File: src/rtl/responder_memoria_pkg.sv
// Shared definitions for responder_memoria: Control bit positions, FSM
// encoding and parameter defaults.
package responder_memoria_pkg;

  localparam int unsigned ANCHO_DIR_DEF = 8;
  localparam int unsigned ESPERAS_DEF   = 2;
  localparam int unsigned PILA_BASE_DEF = 'hC0;

  // Control = {Lee, Pila, Escribe, Busqueda, Estrobo, Dato}
  localparam int BIT_LEE      = 5;
  localparam int BIT_PILA     = 4;
  localparam int BIT_ESCRIBE  = 3;
  localparam int BIT_BUSQUEDA = 2;
  localparam int BIT_ESTROBO  = 1;
  localparam int BIT_DATO     = 0;

  typedef enum logic [1:0] {
    REPOSO    = 2'd0,
    ESPERA    = 2'd1,
    ACCESO    = 2'd2,
    RESPUESTA = 2'd3
  } estado_t;

endpackage

File: src/rtl/responder_memoria_ram.sv
// ram_sincrona: single-port 2^ANCHO_DIR x 16 memory, synchronous read and write.
// Contents are deliberately not reset.
module ram_sincrona #(
  parameter int unsigned ANCHO_DIR = 8
) (
  input  logic                 clk_i,
  input  logic                 we_i,
  input  logic                 re_i,
  input  logic [ANCHO_DIR-1:0] addr_i,
  input  logic [15:0]          wdata_i,
  output logic [15:0]          rdata_o
);

  logic [15:0] mem_q [0:(2**ANCHO_DIR)-1];
  logic [15:0] rdata_q;

  always_ff @(posedge clk_i) begin
    if (we_i) mem_q[addr_i] <= wdata_i;
    if (re_i) rdata_q <= mem_q[addr_i];
  end

  assign rdata_o = rdata_q;

endmodule

File: src/rtl/responder_memoria.sv
// Memory responder: wait-state FSM in front of ram_sincrona with optional
// hardware stack, enabled by defining RESPONDER_MEMORIA_PILA_EN.
module responder_memoria
  import responder_memoria_pkg::*;
#(
  parameter int unsigned ANCHO_DIR = ANCHO_DIR_DEF,
  parameter int unsigned ESPERAS   = ESPERAS_DEF,
  parameter int unsigned PILA_BASE = PILA_BASE_DEF
) (
  input  logic                 Reloj,
  input  logic                 Reiniciar,
  input  logic [5:0]           Control,
  input  logic [ANCHO_DIR-1:0] Direccion,
  input  logic [15:0]          DatoEscrito,
  output logic [15:0]          DatoLeido,
  output logic                 Listo,
  output logic                 Ocupado,
  output logic                 ErrorBus,
  output logic [ANCHO_DIR-1:0] PunteroPila
);

  localparam logic [3:0]           ULTIMA = 4'((ESPERAS > 0) ? ESPERAS - 1 : 0);
  localparam logic [ANCHO_DIR-1:0] BASE   = ANCHO_DIR'(PILA_BASE);
  localparam logic [ANCHO_DIR-1:0] UNO    = ANCHO_DIR'(1);

  estado_t              estado_q, estado_d;
  logic [3:0]           cnt_q, cnt_d;
  logic [ANCHO_DIR-1:0] dir_q, dir_d;
  logic [15:0]          dato_q, dato_d;
  logic                 esc_q, esc_d;
  logic                 pila_q, pila_d;
  logic [ANCHO_DIR-1:0] sp_q, sp_d;
  logic [15:0]          leido_q, leido_d;
  logic                 listo_q, listo_d;
  logic                 error_q, error_d;

  logic                 lee, esc, legal, acepta, pila_in, falla;
  logic [ANCHO_DIR-1:0] dir_sel;
  logic [15:0]          rdata;

  assign lee    = Control[BIT_LEE];
  assign esc    = Control[BIT_ESCRIBE];
  // Fetch is a read variant: Busqueda without Lee is illegal.
  assign legal  = (lee ^ esc) & ~(Control[BIT_BUSQUEDA] & ~lee);
  assign acepta = Control[BIT_ESTROBO] & ~Ocupado;

`ifdef RESPONDER_MEMORIA_PILA_EN
  logic unused_dato;
  assign unused_dato = Control[BIT_DATO];
  assign pila_in     = Control[BIT_PILA];
  assign falla       = pila_in & ((lee & (sp_q == '0)) | (esc & (sp_q == BASE)));
`else
  logic [2:0] unused_cfg;
  assign unused_cfg = {Control[BIT_PILA], Control[BIT_DATO], (BASE == '0)};
  assign pila_in    = 1'b0;
  assign falla      = 1'b0;
`endif

  // Push stores below the pointer, pop reads at it.
  assign dir_sel = pila_in ? (esc ? sp_q - UNO : sp_q) : Direccion;

  always_comb begin
    estado_d = estado_q;
    cnt_d    = cnt_q;
    dir_d    = dir_q;
    dato_d   = dato_q;
    esc_d    = esc_q;
    pila_d   = pila_q;
    sp_d     = sp_q;
    leido_d  = leido_q;
    listo_d  = 1'b0;
    error_d  = 1'b0;
    case (estado_q)
      REPOSO: begin
        if (acepta) begin
          if (!legal || falla) begin
            error_d = 1'b1;
          end else begin
            dir_d    = dir_sel;
            dato_d   = DatoEscrito;
            esc_d    = esc;
            pila_d   = pila_in;
            estado_d = (ESPERAS > 0) ? ESPERA : ACCESO;
          end
        end
      end
      ESPERA: begin
        if (cnt_q == ULTIMA) begin
          cnt_d    = '0;
          estado_d = ACCESO;
        end else begin
          cnt_d = cnt_q + 4'd1;
        end
      end
      ACCESO: begin
        estado_d = RESPUESTA;
        if (pila_q) sp_d = esc_q ? sp_q - UNO : sp_q + UNO;
      end
      RESPUESTA: begin
        estado_d = REPOSO;
        listo_d  = 1'b1;
        if (!esc_q) leido_d = rdata;
      end
      default: estado_d = REPOSO;
    endcase
  end

  always_ff @(posedge Reloj or posedge Reiniciar) begin
    if (Reiniciar) begin
      estado_q <= REPOSO;
      cnt_q    <= '0;
      dir_q    <= '0;
      dato_q   <= '0;
      esc_q    <= 1'b0;
      pila_q   <= 1'b0;
      sp_q     <= '0;
      leido_q  <= '0;
      listo_q  <= 1'b0;
      error_q  <= 1'b0;
    end else begin
      estado_q <= estado_d;
      cnt_q    <= cnt_d;
      dir_q    <= dir_d;
      dato_q   <= dato_d;
      esc_q    <= esc_d;
      pila_q   <= pila_d;
      sp_q     <= sp_d;
      leido_q  <= leido_d;
      listo_q  <= listo_d;
      error_q  <= error_d;
    end
  end

  ram_sincrona #(.ANCHO_DIR(ANCHO_DIR)) u_ram (
    .clk_i   (Reloj),
    .we_i    ((estado_q == ACCESO) &  esc_q),
    .re_i    ((estado_q == ACCESO) & ~esc_q),
    .addr_i  (dir_q),
    .wdata_i (dato_q),
    .rdata_o (rdata)
  );

  // Busy extends through the Listo cycle so no request overlaps the response.
  assign Ocupado     = (estado_q != REPOSO) | listo_q;
  assign DatoLeido   = leido_q;
  assign Listo       = listo_q;
  assign ErrorBus    = error_q;
  assign PunteroPila = sp_q;

endmodule

File: config.mk
export PLATFORM = sky130hd
export DESIGN_NAME = responder_memoria
export DESIGN_NICKNAME = d
export VERILOG_FILES = /design/src/rtl/responder_memoria_pkg.sv /design/src/rtl/responder_memoria_ram.sv /design/src/rtl/responder_memoria.sv
export SDC_FILE = /design/constraint.sdc
export NUM_CORES = 2
export LEC_CHECK = 0
export CAP_MARGIN = 20
export CORE_UTILIZATION = 60
export DETAILED_ROUTE_END_ITERATION = 7
export DONT_BUFFER_PORTS = 1
export PLACE_DENSITY_LB_ADDON = 0.1
export RECOVER_POWER = 50
export SLEW_MARGIN = 15
export SYNTH_ARGS = -nofsm -noshare
export SYNTH_HDL_FRONTEND = slang
export SYNTH_SLANG_ARGS = --single-unit
File: constraint.sdc
create_clock -name Reloj -period 7.5 [get_ports Reloj]
set_input_delay 0.75 -clock Reloj [delete_from_list [all_inputs] [get_ports Reloj]]
set_output_delay 0.75 -clock Reloj [all_outputs]
set_load 0.02 [all_outputs]
==> impl_metrics.csv <==
group,metric,value,unit
sta,fmax,207,MHz
floorplan,die_x,514,um
layout,final_nets,7272,
cts,clock_latency,920,ps
synth,syn_inst,6842,
layout,final_cell_area,177000,um^2
synth,synth_warnings,0,
synth,synth.top_cell.area_share,78.5,%
critical_path,worstSetupEndpointType,"flop",
critical_path,path_cells,"buf_4 -> buf_4 -> mux4_2 -> a22oi_1 -> a21oi_1 -> o41ai_1 -> nand4_1",
synth,synthDistinctLibCells,34,
global_route,met1_usage,41.9,%
floorplan,start_util,60.5,%
placed_design,port_buffers,0,
synth,ys_seq_area_share,79.2,%
outcome,violations,"capacitance limit, slew limit",
placed_design,dpl-instance-area,163000,um^2
critical_path,max_stage_delay,1010,ps
global_route,grtUsageTotal,28.9,%
sta,rsz0062_at_grt,"no",
cts,cts-root-buf,"clkbuf_16",
route,ant_nets,0,
layout,drive_gt1_share,27.4,%
placed_design,dp.cells,10300,
power_and_ir_drop,peakVddDrop,628,uV
synth,async_flop_share,1.18,%
route,vias,74700,
critical_path,worst-path-buf-inv,2,
critical_path,cpMostUsedCell,"buf_4",
critical_path,worstSetupStartpointType,"flop",
sta,finalHoldViolCount,0,
global_route,grt_pass1_wl,540000,um
cts,cts_buffers,413,
route,drc_errors,0,
sta,report.final.slew_viol_count,1340,
sta,finalSetupTns,0,ps
layout,layout_common_cells,"edfxtp_1, mux4_2, a22oi_1, clkbuf_16, buf_4",
layout,final_common_cell,"edfxtp_1",
route,avgViaCountPerCell,6.74,
critical_path,arrival,5420,ps
cts,clock_path_buffers,4,
power_and_ir_drop,p_per_area,389,nW/um^2
critical_path,path_delay_family,"compound AO/OA/AOI/OAI gates",
global_route,antenna_found_initial,9,
layout,area_growth,12.4,%
floorplan,dieArea,264000,um^2
run,drv_cap,20,
global_route,busiest_layer,"met2",
synth,yosys_register_bits,4161,
route,drt-initial-drc-count,9607,
sta,fin_skew,46.4,ps
floorplan,die_h,514,um
global_route,grt_max_degree,217,
sta,tightest_slew,3940,ps
floorplan,io-pin-count,59,
synth,yosysTopAreaCell,"edfxtp_1",
cts,h-tree-depth,5,
cts,clkSinkCount,4161,
critical_path,critPathRequiredTime,8100,ps
critical_path,worstSetupPathType,"flop to flop",
cts,cts_repair_resize_count,0,
sta,period_minus_slack,4820,ps
outcome,outcome,"finished with violations",
cts,path_clk_slew,60,ps
global_route,first_global_vias,74300,
global_route,use_met2,45.0,%
floorplan,rows,187,
floorplan,coreArea,260000,um^2
sta,holdWs,54.2,ps
synth,synth-edff-count,4112,
synth,syn-cell-area,157000,um^2
global_route,met3_usage,4.97,%
power_and_ir_drop,p_leak,0.0546,uW
synth,synth_area_leaders,"edfxtp_1, mux4_2, a22oi_1",
synth,avgSynthCellArea,23.0,um^2
placed_design,dp_hpwl,211000,um
sta,finalSetupViolCount,0,
route,dr.pass1.iters,6,
critical_path,crit_fanout,55,
global_route,grt_overflow_total,0,
placed_design,place_congestion,0.843,
layout,final_cells,11100,
cts,cts_hold_buf,26,
sta,slew_headroom,-163,%
sta,period_share,64.3,%
power_and_ir_drop,power,68700,uW
synth,yosys_most_used_dff,"edfxtp_1",
route,wl,379000,um
cts,post_cts_buffers,0,
min_path,min_path_type,"input pin to flop",
cts,cts_tree,"built",
critical_path,cp_slowest_cell,"dfrtp_4",
route,routedWlPerCell,34.2,um
where the power goes:
part	total (uW)	switching, uW	internal [uW]	leakage [uW]
sequential	30700	1250	29500	0.0378
clock	20000	8530	11500	0.00638
combinational	18000	11500	6440	0.0105
total	68700	21300	47400	0.0546
routing by layer:
metal / part of all wire [%] / up-vias / wire length (um)
met5: 0.011 / - / 40
li1: - / 30200 / -
met4: 4.1 / 6 / 15700
met2: 48 / 3638 / 182000
met3: 8.5 / 686 / 32300
met1: 39 / 40100 / 148000
cells in the mapped netlist, drive strengths merged (2+ instances only):
library cell	count
mux4	1024
and2	2
inv	5
o41ai	64
mux2	41
a21oi	257
o21ai	4
dfrtp	49
a22oi	512
ha	4
xnor2	2
nor3b	2
nor2b	8
nor2	260
nor3	2
clkbuf	254
nand3	5
buf	172
nand2	33
nand2b	4
nand4	17
edfxtp	4112
final timing paths:
check	start	to	slack, ps	depth (start not counted)
worst max-delay path	dir_q[1]	u_ram.rdata_o[6]	2680	7
worst min-delay path	Control[5]	esc_q	50	3
worst max register to register	dir_q[1]	u_ram.rdata_o[6]	2680	7
worst min register to register	cnt_q[3]	cnt_q[3]	510	1
max in group asynchronous	Reiniciar	dir_q[0]	5060	3
min in group asynchronous	Reiniciar	dato_q[1]	450	2
sequential cells by signal, indices dropped and copies added, names as in the netlist:
register / count
DatoLeido: 16
ErrorBus: 1
Listo: 1
cnt_q: 4
dato_q: 16
dir_q: 8
esc_q: 1
estado_q: 2
u_ram.mem_q: 4096
u_ram.rdata_o: 16
worst min-delay path: stages:
cell,delay [ps]
inv_1,40
o21ai_0,80
nand2_1,60
layout make-up:
class                   instances  area (um^2)
flip-flops and latches       4161       125000
fillers                     16200        83300
multi-input cells            2257        31100
clock buffers                 498        10800
well taps                    3496         4370
repair buffers                398         3540
clock inverters               256         2230
inverters                       5         18.8
diodes                          7         17.5
cell families after synthesis:
| logic type | count (synthesis) | synth area share [%] |
|---|---|---|
| AO/OA/AOI/OAI | 840 | 3.65 |
| XOR/XNOR | 3 | 0.0167 |
| adder cells (fa/ha/maj) | 4 | 0.0318 |
| buffers and inverters | 431 | 1.25 |
| flip-flops | 4161 | 79.2 |
| multiplexers | 1065 | 14.9 |
| other | 1 | 0.00238 |
| AND/OR/NAND/NOR | 337 | 0.874 |
stage by stage:
step	utilization, %	setup slack [ps]
finish	68.0	2680
global route	68.0	2390
CTS	67.9	2590
detailed placement	62.8	2610
global placement	62.8	2580
floorplan	-	3520
No activity file was read; power rests on OpenSTA's default activity.
